<file path="config.mk">
export PLATFORM = sky130hd
export DESIGN_NAME = writeback_regfile_flat
export DESIGN_NICKNAME = d
export VERILOG_FILES = /design/src/rtl/writeback_regfile_if.sv /design/src/rtl/writeback_regfile.sv /design/src/flat_wrapper.sv
export SDC_FILE = /design/constraint.sdc
export NUM_CORES = 1
export LEC_CHECK = 0
export ABC_CLOCK_PERIOD_IN_PS = 2950
export CAP_MARGIN = 25
export CORE_UTILIZATION = 35
export CTS_BUF_LIST = sky130_fd_sc_hd__clkbuf_4
export CTS_CLUSTER_SIZE = 16
export DETAILED_ROUTE_END_ITERATION = 7
export SYNTH_ARGS = -nofsm -noshare
export SYNTH_HDL_FRONTEND = slang
export SYNTH_SLANG_ARGS = --single-unit
</file>
<file path="constraint.sdc">
create_clock -name clk -period 2.95 [get_ports clk]
set_input_delay 0.59 -clock clk [delete_from_list [all_inputs] [get_ports clk]]
set_output_delay 0.59 -clock clk [all_outputs]
set_load 0.005 [all_outputs]
</file>
<file path="src/rtl/writeback_regfile_if.sv">
// W-stage write-back bundle: the two write ports of the register file and
// the port-A result select. The enables are the only qualifiers: address and
// data are don't-care when the matching RegWrite*W is low. There is no
// back-pressure, so a write presented while its enable is high always
// commits on that clock edge.
interface writeback_regfile_if #(
  parameter int DATA_W = 8,
  parameter int ADDR_W = 3
);
  logic [DATA_W-1:0] RD1W;
  logic [DATA_W-1:0] ALUResultW;
  logic [DATA_W-1:0] ReadDataW;
  logic              MemtoRegW;
  logic [ADDR_W-1:0] WA3W;
  logic [ADDR_W-1:0] WA4W;
  logic              RegWriteAW;
  logic              RegWriteBW;

  modport master (
    output RD1W, ALUResultW, ReadDataW, MemtoRegW,
    output WA3W, WA4W, RegWriteAW, RegWriteBW
  );

  modport slave (
    input RD1W, ALUResultW, ReadDataW, MemtoRegW,
    input WA3W, WA4W, RegWriteAW, RegWriteBW
  );
endinterface

</file>
<file path="src/rtl/writeback_regfile.sv">
// Write-back stage register file: 8x8, two write ports (A wins on address
// collision), two write-first bypassed read ports, and a per-register
// pending-write scoreboard that produces the decode stall.
module writeback_regfile #(
  parameter int DATA_W = 8,
  parameter int ADDR_W = 3,
  parameter int CNT_W  = 2
) (
  input  logic                          clk,
  input  logic                          rst_n,
  writeback_regfile_if.slave            wb,
  output logic [DATA_W-1:0]             ResultW,
  input  logic [ADDR_W-1:0]             RA1D,
  input  logic [ADDR_W-1:0]             RA2D,
  input  logic                          UseRA1D,
  input  logic                          UseRA2D,
  output logic [DATA_W-1:0]             RD1D,
  output logic [DATA_W-1:0]             RD2D,
  input  logic                          IssueD,
  input  logic [ADDR_W-1:0]             IssWA3D,
  input  logic [ADDR_W-1:0]             IssWA4D,
  input  logic                          IssWEAD,
  input  logic                          IssWEBD,
  output logic                          StallD,
  output logic                          SbErr,
  // Flattened scoreboard counters, register r at [r*CNT_W +: CNT_W].
  output logic [(2**ADDR_W)*CNT_W-1:0]  SbCntDbg
);

  localparam int NREGS = 2 ** ADDR_W;

  logic [DATA_W-1:0] regs_q [NREGS];
  logic [CNT_W-1:0]  cnt_q  [NREGS];
  logic [CNT_W-1:0]  cnt_d  [NREGS];
  logic [CNT_W-1:0]  eff    [NREGS];
  logic [NREGS-1:0]  inc;
  logic [NREGS-1:0]  dec;
  logic              err_set;

  assign ResultW = wb.MemtoRegW ? wb.ReadDataW : wb.ALUResultW;

  // Read ports: write-first bypass, port A has priority; forced to 0 in reset.
  always_comb begin
    RD1D = regs_q[RA1D];
    RD2D = regs_q[RA2D];
    if (wb.RegWriteBW && (wb.WA4W == RA1D)) RD1D = wb.RD1W;
    if (wb.RegWriteAW && (wb.WA3W == RA1D)) RD1D = ResultW;
    if (wb.RegWriteBW && (wb.WA4W == RA2D)) RD2D = wb.RD1W;
    if (wb.RegWriteAW && (wb.WA3W == RA2D)) RD2D = ResultW;
    if (!rst_n) begin
      RD1D = '0;
      RD2D = '0;
    end
  end

  // Register array: port B assigned first so port A overrides on collision.
  always_ff @(posedge clk or negedge rst_n) begin
    if (!rst_n) begin
      for (int r = 0; r < NREGS; r++) regs_q[r] <= '0;
    end else begin
      if (wb.RegWriteBW) regs_q[wb.WA4W] <= wb.RD1W;
      if (wb.RegWriteAW) regs_q[wb.WA3W] <= ResultW;
    end
  end

  // Scoreboard next state: issue increments, write-back decrements, saturate and flag errors.
  always_comb begin
    inc     = '0;
    dec     = '0;
    err_set = 1'b0;
    for (int r = 0; r < NREGS; r++) begin
      inc[r] = IssueD && ((IssWEAD && (IssWA3D == ADDR_W'(r))) ||
                          (IssWEBD && (IssWA4D == ADDR_W'(r))));
      dec[r] = (wb.RegWriteAW && (wb.WA3W == ADDR_W'(r))) ||
               (wb.RegWriteBW && (wb.WA4W == ADDR_W'(r)));
      // Wraps if a write-back arrives with no pending issue; that is the error case.
      eff[r]   = cnt_q[r] - CNT_W'(dec[r]);
      cnt_d[r] = cnt_q[r];
      if (inc[r] && !dec[r]) begin
        if (cnt_q[r] == '1) err_set = 1'b1;
        else                cnt_d[r] = cnt_q[r] + CNT_W'(1);
      end else if (dec[r] && !inc[r]) begin
        if (cnt_q[r] == '0) err_set = 1'b1;
        else                cnt_d[r] = cnt_q[r] - CNT_W'(1);
      end
    end
  end

  // Scoreboard state and sticky error flag.
  always_ff @(posedge clk or negedge rst_n) begin
    if (!rst_n) begin
      for (int r = 0; r < NREGS; r++) cnt_q[r] <= '0;
      SbErr <= 1'b0;
    end else begin
      for (int r = 0; r < NREGS; r++) cnt_q[r] <= cnt_d[r];
      if (err_set) SbErr <= 1'b1;
    end
  end

  // Decode stall: pending writes not retired by a write-back landing this cycle.
  always_comb begin
    StallD = (UseRA1D && (eff[RA1D] != '0)) || (UseRA2D && (eff[RA2D] != '0));
    if (!rst_n) StallD = 1'b0;
  end

  // Debug view of the counters.
  always_comb begin
    SbCntDbg = '0;
    for (int r = 0; r < NREGS; r++) SbCntDbg[r*CNT_W +: CNT_W] = cnt_q[r];
  end

endmodule

</file>
<file path="src/flat_wrapper.sv">
// flat-port wrapper written by rule: the top's interface ports become plain ports
module writeback_regfile_flat 
#(
  parameter int DATA_W = 8,
  parameter int ADDR_W = 3,
  parameter int CNT_W  = 2
)
  (clk, rst_n, ResultW, RA1D, RA2D, UseRA1D, UseRA2D, RD1D, RD2D, IssueD, IssWA3D, IssWA4D, IssWEAD, IssWEBD, StallD, SbErr, SbCntDbg, wb_RD1W, wb_ALUResultW, wb_ReadDataW, wb_MemtoRegW, wb_WA3W, wb_WA4W, wb_RegWriteAW, wb_RegWriteBW);
  writeback_regfile_if #(.DATA_W(DATA_W), .ADDR_W(ADDR_W)) wb_i ();
  input  logic clk;
  input  logic rst_n;
  output logic [DATA_W-1:0] ResultW;
  input  logic [ADDR_W-1:0] RA1D;
  input  logic [ADDR_W-1:0] RA2D;
  input  logic UseRA1D;
  input  logic UseRA2D;
  output logic [DATA_W-1:0] RD1D;
  output logic [DATA_W-1:0] RD2D;
  input  logic IssueD;
  input  logic [ADDR_W-1:0] IssWA3D;
  input  logic [ADDR_W-1:0] IssWA4D;
  input  logic IssWEAD;
  input  logic IssWEBD;
  output logic StallD;
  output logic SbErr;
  output logic [(2**ADDR_W)*CNT_W-1:0] SbCntDbg;
  input wire logic [$bits(wb_i.RD1W)-1:0] wb_RD1W;
  input wire logic [$bits(wb_i.ALUResultW)-1:0] wb_ALUResultW;
  input wire logic [$bits(wb_i.ReadDataW)-1:0] wb_ReadDataW;
  input wire logic [$bits(wb_i.MemtoRegW)-1:0] wb_MemtoRegW;
  input wire logic [$bits(wb_i.WA3W)-1:0] wb_WA3W;
  input wire logic [$bits(wb_i.WA4W)-1:0] wb_WA4W;
  input wire logic [$bits(wb_i.RegWriteAW)-1:0] wb_RegWriteAW;
  input wire logic [$bits(wb_i.RegWriteBW)-1:0] wb_RegWriteBW;
  assign wb_i.RD1W = wb_RD1W;
  assign wb_i.ALUResultW = wb_ALUResultW;
  assign wb_i.ReadDataW = wb_ReadDataW;
  assign wb_i.MemtoRegW = wb_MemtoRegW;
  assign wb_i.WA3W = wb_WA3W;
  assign wb_i.WA4W = wb_WA4W;
  assign wb_i.RegWriteAW = wb_RegWriteAW;
  assign wb_i.RegWriteBW = wb_RegWriteBW;
  writeback_regfile #(.DATA_W(DATA_W), .ADDR_W(ADDR_W), .CNT_W(CNT_W)) u_core (.clk(clk), .rst_n(rst_n), .wb(wb_i), .ResultW(ResultW), .RA1D(RA1D), .RA2D(RA2D), .UseRA1D(UseRA1D), .UseRA2D(UseRA2D), .RD1D(RD1D), .RD2D(RD2D), .IssueD(IssueD), .IssWA3D(IssWA3D), .IssWA4D(IssWA4D), .IssWEAD(IssWEAD), .IssWEBD(IssWEBD), .StallD(StallD), .SbErr(SbErr), .SbCntDbg(SbCntDbg));
endmodule
</file>
==> results.cfg, run 1 <==
[outcome]
status = finished, violations left
violations = negative setup slack

[placement]
io_buffers = 93
place_inst = 1015
gp_congestion = 0.895
pre_cts_slack_ps = -1010
dp_hpwl_um = 15100

[grt]
grt_pass1_vias = 6126
grt_max_degree = 44
grt_pass1_wl_um = 34400
antenna_found_initial = 0
grtUsageTotal_pct = 25.4
grt-ovfl-total = 0

[timing]
rsz0062_at_grt = yes
period_share_pct = 106
fin_skew_ps = 2.53
hold_violations = 0
timing.final.crit_period_ps = 3130
fin_setup_tns_ps = -258
maxSlewHeadroom_pct = 58.9
worst_slew_pin_slew_ps = 616
holdWs_ps = 118
fmax_mhz = 319
finalSetupViolCount = 5
timing.final.ws_setup_ps = -180
final_max_slew_viol_count = 0

[routing]
ant_nets = 0
routedWlPerCell_um = 21.5
wl_um = 22800
wl_met2_um = 10500
vias_per_cell = 5.83
wl_met3_um = 1990
firstDrtPassIters = 6
drc_errors = 0
wl_met1_um = 9570
top_layer = met4
route.vias.total = 6173
first_iter_violations = 611

[logic_synthesis]
syn-cell-area_um2 = 6230
netlist_instances = 651
synth_ff_type = dfrtp_1
syn_nets = 711
synth_cell_types = 51
ys_ff_latch = 81
ys_seq_area_share_pct = 32.5
synth_edf_count = 0
synth.avg_cell_area_um2 = 9.57
ys_warn_count = 0
async_flop_share_pct = 100

[clock_tree]
cts_buffers = 9
htree_levels = 3
clockBufferDepth = 2
cts.root.buffer_cell = clkbuf_4
cts.clk_slew.worst_paths_ps = 140
clock_sinks = 81
cts_tree = built
insertion_delay_ps = 480

[flow_run]
max_cap_viol_count = 0

[floorplan]
io_pins = 94
dieArea_um2 = 18300
die_w_um = 135
core_um2 = 17400
fp.dieH_um = 135
start_util_pct = 35.9
fp-row-count = 48

[final_layout]
layout.nets = 889
area_growth_pct = 36.8
drive_above_1_share_pct = 27.5
num_antenna_cells = 0
fin_cells = 1059

[critical_path]
worstSetupStartpointType = input port
crit_type = input port to primary output
path_max_fanout = 6
setup.worst_path.end_class = primary output
worstPathRequired_ps = 2360
crit_arrival_ps = 2540

[pwr]
power_density_nw_per_um2 = 470
leakage_nw = 3.84
p_total_mw = 4.01
p_seq_share_pct = 40.0
pwr-share-clk_pct = 17.9
p_switching_mw = 1.45
worst_ir_drop_vdd_v = 0.000218
combPwrFrac_pct = 42.1
p_int_mw = 2.56
swShare_pct = 36.2

[min_path]
hp-class = input port to async pin
critical path, cell delays in order:
cell	delay, ps
buf_6	90
buf_8	130
nor4b_4	280
or2_1	180
ha_2	180
xnor2_1	110
nand2_1	90
mux4_2	460
mux2i_1	170
o22ai_1	110
buf_2	130
cells in the final DEF (no fill, tap or decap), types with 6 or more instances in the layout:
master,count
mux2i_1,92
clkbuf_4,11
o22ai_1,15
a21oi_1,41
nor2_1,47
xnor2_1,15
nand2_1,82
clkinv_1,9
buf_12,8
mux4_2,36
dlygate4sd2_1,9
ha_1,6
buf_4,112
o21ai_0,57
nor3_1,9
and4b_1,6
xor2_1,8
buf_2,11
inv_1,16
clkdlybuf4s50_1,61
dfrtp_1,81
nand3_1,6
cells in the mapped netlist (all sizes together) (2+ instances only):
cell type | number | area share (%)
nand4b | 6 | 0.94
nor4b | 4 | 1.0
nor4 | 3 | 0.40
and4b | 6 | 0.96
o22ai | 17 | 1.7
buf | 28 | 2.9
a211o | 2 | 0.28
xor2 | 8 | 1.1
inv | 16 | 0.96
nor2 | 49 | 3.0
clkinv | 8 | 0.48
mux2i | 92 | 15
nand4 | 5 | 0.50
and4bb | 3 | 0.66
nand3 | 7 | 0.56
mux4 | 36 | 13
nor4bb | 7 | 1.1
dfrtp | 81 | 33
nor3 | 13 | 1.1
and4 | 2 | 0.28
xnor2 | 17 | 2.4
or3 | 4 | 0.40
or2 | 2 | 0.24
ha | 8 | 1.6
o21ai | 68 | 5.6
a221o | 3 | 0.48
a21oi | 41 | 3.3
clkbuf | 23 | 1.4
nand2 | 84 | 5.1
final cells by class:
class,instances,area (um^2)
Clock inverter,6,67.6
Inverter,24,90.1
Sequential cell,81,2030
Clock buffer,10,75.1
Tap cell,225,282
Timing Repair Buffer,218,2000
Fill cell,1579,8830
Multi-Input combinational cell,495,3980
layer usage:
metal	up-vias	track usage (%)
met1	3028	33.5
met5	-	0
li1	2751	-
met3	56	4.68
met2	338	41.0
met4	0	10.4
metrics by stage:
stage / cell area, um^2 / util, %
2_1_floorplan: 6270 / -
4_1_cts: 8510 / 49.0
5_1_grt: 8520 / 49.1
3_5_place_dp: 8030 / 46.3
6_report: 8520 / 49.1
3_3_place_gp: 8030 / 46.3
worst paths after layout:
kind / from / endpoint / slack [ps] / cells past startpoint
setup / recovery: wb_WA3W[1] / StallD / -180 / 11
hold / removal: rst_n / u_core.SbCntDbg[0] / 120 / 2
setup reg to reg: u_core.SbCntDbg[2] / u_core.SbErr / 1480 / 5
hold reg to reg: u_core.SbCntDbg[12] / u_core.SbCntDbg[12] / 550 / 1
max in group asynchronous: rst_n / u_core.regs_q[39] / 1970 / 3
min in group clk: u_core.SbCntDbg[12] / u_core.SbCntDbg[12] / 550 / 1
flip-flops by register name (all words and copies together) (netlist names):
signal           count
u_core.SbErr         1
u_core.regs_q       64
u_core.SbCntDbg     16
cell families after synthesis:
group	count (synthesis)	share of synthesized area, %
fa+ha+maj	8	1.61
xor+xnor	25	3.51
buf+inv	75	5.74
simple gates	195	16.3
flops	81	32.5
mux	128	27.8
compound gates	139	12.5
power groups by stage:
stage	registers [mW]	clock network [mW]	logic, mW
global placement	1.59	0	1.58
detailed placement	1.61	0	1.62
CTS	1.59	0.731	1.67
global route	1.64	0.783	1.82
floorplan	1.56	0	0.938
finish	1.60	0.718	1.69
what timing repair did:
item	in CTS	in global routing
cloned	5	0
setup buffers	22	1
hold buffers	0	0
resized for setup	119	19
pin swaps	18	8
endpoints found under the setup margin	17	15
(Power assumes the default switching activity.)
==> inputs of run 2 (changes only) <==
- CTS_CLUSTER_DIAMETER: not set -> 60
==> results of run 2 <==
Final layout, timing and power as in run 1 (identical DEF).
==> inputs of run 3 (changes only) <==
- ABC_CLOCK_PERIOD_IN_PS: 2950 -> 3200
- CORE_MARGIN: not set -> 2
- clock period: 2.95 -> 3.2 ns (I/O delays scaled with it)
==> results.cfg, run 3 (synthesis results as in run 1) <==
[outcome]
status = finished, violations left
violations = negative setup slack

[routing]
ant_nets = 0
firstDrtPassIters = 5
vias_per_cell = 5.67
routedWlPerCell_um = 21.0
drc_errors = 0
first_iter_violations = 426
route.vias.total = 5938
wl_um = 22000

[final_layout]
fin_cells = 1047
largest_register_ffs = 64
final_common_cell = buf_4
area_growth_pct = 34.8
layout_common_cells = buf_4 (100), mux2i_1 (90), nand2_1 (83), dfrtp_1 (81), o21ai_0 (63)
nFillCells = 1560
drive_above_1_share_pct = 25.6
top_register = u_core.regs_q
layout.nets = 876

[critical_path]
worstReg2RegStart = u_core.SbCntDbg[6]
cp_num_buf_inv = 4
crit_arrival_ps = 2600
cp_cell_sequence = clkbuf_2, buf_6, nor4bb_4, nor2_4, inv_2, ha_4, xnor2_1, nand2_1, mux4_2, mux2i_1, o22ai_1, buf_2
reg2reg_slack_ps = 1760
setup.worst_path.end_class = primary output
worstRegToRegCells = 6
worstSetupStartpointType = input port
reg2reg_to = u_core.SbErr
path_max_fanout = 5
slowest_delay_ps = 460
crit_type = input port to primary output
cp_slowest_cell = mux4_2
worstPathRequired_ps = 2560
cp_top_family = multiplexers

[timing]
rsz0062_at_grt = yes
hold_violations = 0
timing.final.ws_setup_ps = -43.7
fmax_mhz = 308
worst_slew_pin_slew_ps = 906
holdWs_ps = 202
period_share_pct = 101
maxSlewHeadroom_pct = 39.6
fin_skew_ps = 5.53
timing.final.crit_period_ps = 3240
final_max_slew_viol_count = 0
finalSetupViolCount = 1

[pwr]
p_seq_share_pct = 42.4
power_density_nw_per_um2 = 425
p_total_mw = 3.57
worst_ir_drop_vdd_v = 0.000218
swShare_pct = 36.7
leakage_nw = 3.82
combPwrFrac_pct = 41.7
p_int_mw = 2.26
pwr-share-clk_pct = 15.9
p_switching_mw = 1.31

[grt]
grt_pass1_wl_um = 32600
grt_max_degree = 69
antenna_found_initial = 1
grtUsageTotal_pct = 23.5
grt-ovfl-total = 0
grt_pass1_vias = 5657

[clock_tree]
cts.clk_slew.worst_paths_ps = 130
insertion_delay_ps = 460
htree_levels = 3
cts_tree = built
cts_buffers = 9
clockBufferDepth = 2
clock_sinks = 81
cts.root.buffer_cell = clkbuf_4

[floorplan]
fp.dieH_um = 137
io_pins = 94
core_um2 = 17400
dieArea_um2 = 18900
start_util_pct = 35.9
fp-row-count = 48
die_w_um = 137

[placement]
io_buffers = 93
place_inst = 1007
dp_hpwl_um = 15300
gp_congestion = 0.873

[min_path]
hp-class = input port to async pin

[flow_run]
max_cap_viol_count = 0
## run 3: repair_timing
action | in CTS | in global routing
setup buffers | 13 | 8
gates cloned | 3 | 0
setup endpoints to repair | 18 | 12
gates resized for setup | 66 | 42
endpoints found under the hold margin | 0 | 0
pin swaps | 18 | 23
hold buffers | 0 | 0
## run 3: power groups by stage
stage               Sequential [mW]  Combinational, mW  Clock (mW)
detailed placement             1.52               1.43           0
CTS                            1.50               1.47       0.581
global placement               1.49               1.39           0
global route                   1.54               1.63       0.621
finish                         1.51               1.49       0.567
floorplan                      1.44              0.861           0
## run 3: worst max path at each step
stage	to	from	slack [ps]	cells past startpoint
after global routing	StallD	wb_WA3W[1]	-120	12
final	StallD	wb_WA3W[1]	-40	12
after CTS	RD1D[1]	RA1D[1]	-210	9
after floorplan	StallD	wb_WA4W[1]	30	11
after global placement	StallD	wb_WA4W[1]	-810	11
after detailed placement	StallD	wb_WA4W[1]	-850	11
## run 3: through the flow
step           setup slack, ps  util, %  instance area (um^2)  TNS [ps]
2_1_floorplan             34.1        -                  6230         0
3_3_place_gp              -810     45.6                  7920     -7550
3_5_place_dp              -850     45.6                  7920     -8380
4_1_cts                   -215     47.8                  8300      -839
5_1_grt                   -122     48.4                  8400      -122
6_report                 -43.7     48.4                  8400     -43.7
## run 3: area by class of cell
type / instances / area (um^2) / share of cell area, %
multi-input combinational: 495 / 4000 / 47.6
sequential: 81 / 2030 / 24.1
timing repair buffer: 205 / 1890 / 22.5
tap: 225 / 282 / 3.35
inverter: 24 / 90.1 / 1.07
clock buffer: 11 / 82.6 / 0.983
clock inverter: 5 / 30.0 / 0.357
antenna: 1 / 2.50 / 0.0298
## run 3: routing by layer
layer | track usage, % | wire length (um) | up-vias
met5 | 0 | 0 | -
met4 | 7.62 | 539 | 0
met3 | 5.04 | 1620 | 50
met2 | 37.7 | 10500 | 246
met1 | 31.7 | 9340 | 2915
li1 | - | - | 2727
